<file path="src/rtl/nco_iq_synth.sv">
// Purpose : octant-folded quarter-wave LUT that turns NCO octant codes into signed I/Q samples.
// Latency : 2 cycles from input handshake to out_valid (1 sample/cycle sustained).
// Backpres: out_valid && !out_ready freezes both stages; in_ready = !out_valid || out_ready.
//
// Ports:
//   clk, reset              - rising-edge clock, asynchronous active-low reset
//   in_valid/in_ready       - octant-code beat handshake (addr, re_sig, im_sig, sel)
//   addr[WA-1:0]            - folded LUT address (odd octants already mirrored upstream)
//   re_sig / im_sig         - negate I / negate Q
//   sel                     - swap cos/sin table roles
//   out_valid/out_ready     - sample handshake; out_i/out_q signed DW-bit samples
//   sample_cnt[15:0]        - accepted-sample counter
//
// Build option: define NCO_IQ_SAMPLE_CNT_EN to enable the sample counter; otherwise
// sample_cnt is tied to zero and no counter logic is built.
module nco_iq_synth #(
  parameter int WA = 4,
  parameter int DW = 12
) (
  input  logic                 clk,
  input  logic                 reset,
  input  logic                 in_valid,
  output logic                 in_ready,
  input  logic [WA-1:0]        addr,
  input  logic                 re_sig,
  input  logic                 im_sig,
  input  logic                 sel,
  output logic                 out_valid,
  input  logic                 out_ready,
  output logic signed [DW-1:0] out_i,
  output logic signed [DW-1:0] out_q,
  output logic [15:0]          sample_cnt
);

  localparam int N   = 1 << WA;
  localparam int AMP = (1 << (DW - 1)) - 1;

  // Table entry k sits at the centre of its slot: angle = pi/4 * (k + 0.5) / N.
  // The angle never exceeds pi/4, so a short Taylor series is far more accurate
  // than the 1-LSB rounding applied afterwards.
  function automatic logic signed [DW-1:0] rom_val(input int k, input bit want_sin);
    real x;
    real term;
    real acc;
    int  v;
    x = 3.14159265358979323846 * (real'(k) + 0.5) / (4.0 * real'(N));
    if (want_sin) begin
      term = x;
      acc  = x;
      for (int n = 1; n < 10; n++) begin
        term = -term * x * x / (real'(2 * n) * real'(2 * n + 1));
        acc  = acc + term;
      end
    end else begin
      term = 1.0;
      acc  = 1.0;
      for (int n = 1; n < 10; n++) begin
        term = -term * x * x / (real'(2 * n - 1) * real'(2 * n));
        acc  = acc + term;
      end
    end
    v = $rtoi(real'(AMP) * acc + 0.5);
    return v[DW-1:0];
  endfunction

  logic signed [DW-1:0] cos_rom [N];
  logic signed [DW-1:0] sin_rom [N];

  for (genvar g = 0; g < N; g++) begin : g_rom
    localparam logic signed [DW-1:0] COS_K = rom_val(g, 1'b0);
    localparam logic signed [DW-1:0] SIN_K = rom_val(g, 1'b1);
    assign cos_rom[g] = COS_K;
    assign sin_rom[g] = SIN_K;
  end

  // Stage 1: table lookup and control bits
  logic                 s1_vld_q, s1_vld_d;
  logic signed [DW-1:0] s1_cos_q, s1_cos_d;
  logic signed [DW-1:0] s1_sin_q, s1_sin_d;
  logic                 s1_re_q,  s1_re_d;
  logic                 s1_im_q,  s1_im_d;
  logic                 s1_sel_q, s1_sel_d;

  // Stage 2: mapped output sample
  logic                 out_vld_q, out_vld_d;
  logic signed [DW-1:0] out_i_q,   out_i_d;
  logic signed [DW-1:0] out_q_q,   out_q_d;

  logic                 adv;
  logic signed [DW-1:0] pre_i;
  logic signed [DW-1:0] pre_q;

  // Whole pipe moves together: it advances whenever the output slot is empty
  // or being drained, so a full pipe holds exactly two samples.
  assign adv      = !out_vld_q || out_ready;
  assign in_ready = adv;

  always_comb begin
    s1_vld_d  = s1_vld_q;
    s1_cos_d  = s1_cos_q;
    s1_sin_d  = s1_sin_q;
    s1_re_d   = s1_re_q;
    s1_im_d   = s1_im_q;
    s1_sel_d  = s1_sel_q;
    out_vld_d = out_vld_q;
    out_i_d   = out_i_q;
    out_q_d   = out_q_q;

    pre_i = s1_sel_q ? s1_sin_q : s1_cos_q;
    pre_q = s1_sel_q ? s1_cos_q : s1_sin_q;

    if (adv) begin
      s1_vld_d = in_valid;
      // Data registers only load on real beats; bubbles carry only a cleared valid.
      if (in_valid) begin
        s1_cos_d = cos_rom[addr];
        s1_sin_d = sin_rom[addr];
        s1_re_d  = re_sig;
        s1_im_d  = im_sig;
        s1_sel_d = sel;
      end
      out_vld_d = s1_vld_q;
      if (s1_vld_q) begin
        // |pre| <= AMP, so the DW-bit negation cannot overflow.
        out_i_d = s1_re_q ? -pre_i : pre_i;
        out_q_d = s1_im_q ? -pre_q : pre_q;
      end
    end
  end

  always_ff @(posedge clk or negedge reset) begin
    if (!reset) begin
      s1_vld_q  <= 1'b0;
      s1_cos_q  <= '0;
      s1_sin_q  <= '0;
      s1_re_q   <= 1'b0;
      s1_im_q   <= 1'b0;
      s1_sel_q  <= 1'b0;
      out_vld_q <= 1'b0;
      out_i_q   <= '0;
      out_q_q   <= '0;
    end else begin
      s1_vld_q  <= s1_vld_d;
      s1_cos_q  <= s1_cos_d;
      s1_sin_q  <= s1_sin_d;
      s1_re_q   <= s1_re_d;
      s1_im_q   <= s1_im_d;
      s1_sel_q  <= s1_sel_d;
      out_vld_q <= out_vld_d;
      out_i_q   <= out_i_d;
      out_q_q   <= out_q_d;
    end
  end

  assign out_valid = out_vld_q;
  assign out_i     = out_i_q;
  assign out_q     = out_q_q;

`ifdef NCO_IQ_SAMPLE_CNT_EN
  logic [15:0] cnt_q, cnt_d;

  // Counts output handshakes; natural 16-bit wrap.
  always_comb begin
    cnt_d = cnt_q;
    if (out_vld_q && out_ready) begin
      cnt_d = cnt_q + 16'd1;
    end
  end

  always_ff @(posedge clk or negedge reset) begin
    if (!reset) begin
      cnt_q <= 16'd0;
    end else begin
      cnt_q <= cnt_d;
    end
  end

  assign sample_cnt = cnt_q;
`else
  assign sample_cnt = 16'd0;
`endif

endmodule

</file>
<file path="config.mk">
export PLATFORM = sky130hd
export DESIGN_NAME = nco_iq_synth
export DESIGN_NICKNAME = d
export VERILOG_FILES = /design/src/rtl/nco_iq_synth.sv
export SDC_FILE = /design/constraint.sdc
export NUM_CORES = 1
export LEC_CHECK = 0
export CAP_MARGIN = 30
export CORE_MARGIN = 10
export CORE_UTILIZATION = 49
export DETAILED_ROUTE_END_ITERATION = 12
export PLACE_DENSITY_LB_ADDON = 0.08
export SKIP_CTS_REPAIR_TIMING = 1
export SLEW_MARGIN = 40
export SYNTH_ARGS = -nofsm -noshare
export SYNTH_HDL_FRONTEND = slang
export SYNTH_SLANG_ARGS = --single-unit
</file>
<file path="constraint.sdc">
create_clock -name clk -period 2.8 [get_ports clk]
set_input_delay 0.28 -clock clk [delete_from_list [all_inputs] [get_ports clk]]
set_output_delay 0.28 -clock clk [all_outputs]
set_load 0.05 [all_outputs]
</file>
## Yosys cells after proc, flatten, opt, wreduce, memory -nomap -nowiden

Memories as Yosys holds them, arrays and structs flattened. A register that Yosys moved wholly into a read port is not among the register bits.
Index checks and enable logic that the tools add are counted.

- Register bits: 29
- Latch bits: 0
- Memory bits (writable): 0
- Bits in read-only memories: 384
- Input port bits: 11
- Output and inout bits: 42
- Logic and storage cells: 22
- Memories: 2

- Add/subtract/negate cells: 2
- Multipliers: 0
- Div/mod/pow operators: 0
- $lt $le $gt $ge: 0
- Eq/ne operators: 0
- Shift operators: 0
- Muxes and demuxes: 4
- Bitwise gates (word level): 1
- Reductions and logical operators: 6

Memories:

| name | depth | bits a word | rd ports | clocked after memory_dff | wr ports | RTL line | text |
|---|---|---|---|---|---|---|---|
| (name not given) | 16 | 12 | 1 | 1 | 0 | 117 | `s1_sin_d = sin_rom[addr];` |
| (name not given) | 16 | 12 | 1 | 1 | 0 | 116 | `s1_cos_d = cos_rom[addr];` |

Operators with widths:

| cell | count |
|---|---|
| $mux W12 | 4 |
| $neg A12 Y12 | 2 |
| $not A4 Y5 | 1 |
| $reduce_and A2 Y1 | 2 |
| $logic_not A1 Y1 | 3 |
| $logic_or A1 B1 Y1 | 1 |

## Longest topological paths before layout

- Word-level depth: 3
- Depth in mapped cells: 9
- Depth with buffers taken out: 6

## Least setup slack after synthesis

OpenSTA, ideal clock, no wires.

- Path type: register -> register
- From: reg s1_sel_q
- To: reg out_q_q[10] (netlist: out_q[10])
- Library setup time: 69 ps
- Arrival: 2892 ps
- Data required time: 2731 ps
- Slack: -162 ps
- Stages on the path, launching flop included: 10
- Path buffers: 3
- Clock period less this slack: 2962 ps
- Cell sequence: dfrtp_1 clkbuf_1 buf_2 buf_2 mux2i_1 ha_1 or4b_2 o2bb2ai_2 or4_1 nand3_1

- Cells in the longest elaborated chain, start to end: 3

Ends and longest elaborated chain:

| element | RTL line | text |
|---|---|---|
| from (decl) | 82 | `logic s1_sel_q, s1_sel_d;` |
| from (signal assigned) | 148 | `s1_sel_q <= s1_sel_d;` |
| $mux W12 * | 110 | `pre_q = s1_sel_q ? s1_cos_q : s1_sin_q;` |
| $neg A12 Y12 | 126 | `out_q_d = s1_im_q ? -pre_q : pre_q;` |
| $mux W12 * | 126 |  |
| to (signal assigned) | 151 | `out_q_q <= out_q_d;` |
| to (decl) | 87 | `logic signed [DW-1:0] out_q_q, out_q_d;` |

Mark *: on every way between the ends. The rest lies on a longest branch, timed or not.
A chain may end at the register's enable or synchronous reset.

## Worst setup path after layout

- From: reg s1_sel_q
- To: reg out_i_q[10] (netlist: out_i[10])

- Cells in the longest elaborated chain, start to end: 3

Ends and longest elaborated chain:

| element | RTL line | text |
|---|---|---|
| $mux W12 * | 109 | `pre_i = s1_sel_q ? s1_sin_q : s1_cos_q;` |
| $neg A12 Y12 | 125 | `out_i_d = s1_re_q ? -pre_i : pre_i;` |
| $mux W12 * | 125 |  |
| to (signal assigned) | 150 | `out_i_q <= out_i_d;` |
| to (decl) | 86 | `logic signed [DW-1:0] out_i_q, out_i_d;` |

Marks and branches as above.

==> impl_metrics.ini <==
[sta]
setup_viol = 0
worst-slew-pin-transition_ps = 699.5
hold_viol = 0
fin_hold_ws_ps = 452.4
clock.fmax_mhz = 382.6
slew_headroom_pct = 52.93
rsz0062_at_grt = no
setup_ws_ps = 186.3
fin_crit_ps = 2614
fin_tns_setup_ps = 0
skew_ps = 8.952
drv_slew = 0
period_share_pct = 93.35

[synthesis]
ys_seq_area_share_pct = 36.98
synth.distinct_cells = 50
yosys_warnings = 0
ys.flop_type = dfrtp_1
syn_avg_cell_area_sq_um = 8.627
synth.top_cells.by_area = dfrtp_1 37%, o21ai_0 5.2%, mux2i_1 4.9%, nand2_1 4.9%, buf_4 3.5%
synth-edff-count = 0
synth.most_common_cell = dfrtp_1
synth_top_cell_by_area = dfrtp_1
mappedNetlistArea_sq_um = 3451
syn_inst = 400
synth-seq-cells = 51
async_flop_share_pct = 100.0
synth_top_area_share_pct = 36.98
ys_top_cells_by_count = 51 x dfrtp_1, 45 x nand2_1, 36 x o21ai_0

[detailed_routing]
first_iter_violations = 177
wl_per_cell_microns = 16.06
wl_microns = 8321
vias = 2909
dr.pass1.iters = 4
ant_nets = 0
drc = 0
vias_per_cell = 5.616

[cells_and_area]
fin_area_sq_um = 3930
final_util_pct = 57.53
syn2layout_area_growth_pct = 13.89
drive_gt1_share_pct = 7.346
final_nets = 441
antennaDiodeCount = 0

[grt]
grt_pass1_vias = 2804
grt_usage_pct = 15.25
grt_max_degree = 48
grt_overflow = 0
grt_pass1_wl_microns = 14230
grt_antenna_before_repair = 0

[critical_path]
reg2reg_setup_slack_ps = 190
worstReg2RegStart = s1_sel_q$_DFFE_PN0P_
timing.rr.end = out_i[10]$_DFFE_PN0P_
cp-start-kind = flip-flop
r2r_cells = 6
cp.required_ps = 3040
crit_path_max_fanout = 8
path_class = flip-flop to flip-flop
critPathCaptureType = flip-flop
cp_data_arrival_time_ps = 2860

[floorplanning]
die_w_microns = 103.9
chipHeight_microns = 103.9
core_area_sq_um = 6832
start_util_pct = 50.51
num_rows = 30
ios = 53
die_area_sq_um = 10800

[clocking]
cts_tree = yes
cts_inserted_buffers = 5
cts.sinks = 51
clk_latency_ps = 300
path_clk_slew_ps = 100
cts_max_path_buffers = 2
htreeDepth = 2
cts-root-buf = clkbuf_8

[power]
leakagePower_uw = 0.001654
vdd_drop_max_v = 0.0002627
powerDensity_nw_per_um2 = 881.7

[min_path]
hold_class = input pin to asynchronous set/reset pin

[placement]
place_congestion = 0.9253
dpl_cell_area_sq_um = 3802
hpwl_microns = 6270
numPortBuffers = 36
dpl_worst_slack_ps = 238.2

[run_status]
run_status = complete, no violations

[job]
maxCapViolCount = 0
flip-flops by register name, indices dropped and copies added, names as in the netlist:
register / count
out_i: 12
out_q: 12
out_valid: 1
s1_cos_q: 11
s1_im_q: 1
s1_re_q: 1
s1_sel_q: 1
s1_sin_q: 11
s1_vld_q: 1
critical path: stages (launching register included):
cell and delay, ps:
dfrtp_1 550, mux2i_1 320, ha_1 220, or4b_2 610
o2bb2ai_1 250, or4_1 510, nand3_1 100
power by group:
part / total (uW) / internal [uW] / switching, uW
sequential: 1190 / 955 / 235
clock: 532 / 289 / 243
combinational: 1740 / 623 / 1120
total: 3470 / 1870 / 1600
through the flow:
stage          total power, uW  cells
2_1_floorplan             2420    415
3_3_place_gp              2933    509
3_5_place_dp              2957    509
4_1_cts                   3487    517
5_1_grt                   3674    518
6_report                  3465    518
worst max path at each step:
stage          depth (start not counted)                 start                     to  slack, ps
2_1_floorplan                          9  s1_sel_q$_DFFE_PN0P_  out_q[10]$_DFFE_PN0P_        0.8
3_3_place_gp                           6  s1_sel_q$_DFFE_PN0P_  out_q[10]$_DFFE_PN0P_        350
3_5_place_dp                           6  s1_sel_q$_DFFE_PN0P_  out_i[10]$_DFFE_PN0P_        240
4_1_cts                                6  s1_sel_q$_DFFE_PN0P_  out_i[10]$_DFFE_PN0P_        230
5_1_grt                                6  s1_sel_q$_DFFE_PN0P_  out_i[10]$_DFFE_PN0P_         40
6_report                               6  s1_sel_q$_DFFE_PN0P_  out_i[10]$_DFFE_PN0P_        190
per-layer routing:
layer	global-route usage, %	share of wire (%)	wire (microns)
met1	20.73	48	4026
met2	23.83	46	3804
met3	3.470	5.0	418
met4	3.777	0.87	72
met5	0	0	0
area by class of cell:
| class | count | area [sq um] |
|---|---|---|
| well taps | 96 | 120.1 |
| clock buffers | 6 | 82.58 |
| flip-flops and latches | 51 | 1276 |
| clock inverters | 2 | 35.03 |
| fillers | 674 | 2902 |
| inverters | 6 | 22.52 |
| multi-input cells | 310 | 1953 |
| repair buffers | 47 | 440.4 |
cell usage in the layout, fill, tap and decap left out, types with 3 or more instances in the layout:
cell,n
a211oi_1,5
a21boi_0,4
a21o_1,4
a21oi_1,19
a221o_1,4
a2bb2oi_1,3
a31oi_1,4
and3_1,4
buf_4,10
clkbuf_8,6
clkdlybuf4s50_1,35
conb_1,16
dfrtp_1,51
ha_1,9
inv_1,4
mux2_2,7
mux2i_1,17
nand2_1,45
nand2b_1,13
nand3_1,14
nand3b_1,3
nand4_1,6
nand4b_1,3
nor2_1,21
nor2b_1,4
nor3_1,16
nor4_1,7
o21ai_0,36
o31ai_1,4
or4_1,5
xnor2_1,8
kinds of logic after synthesis:
family,after synthesis,synth area share [%]
AO/OA/AOI/OAI,98,18.46
XOR/XNOR,10,2.538
adder cells (fa/ha/maj),9,3.263
buffers and inverters,54,8.049
flip-flops,51,36.98
multiplexers,24,7.215
other,1,0.1087
AND/OR/NAND/NOR,153,23.39
Power figures use the tool's default switching activity.
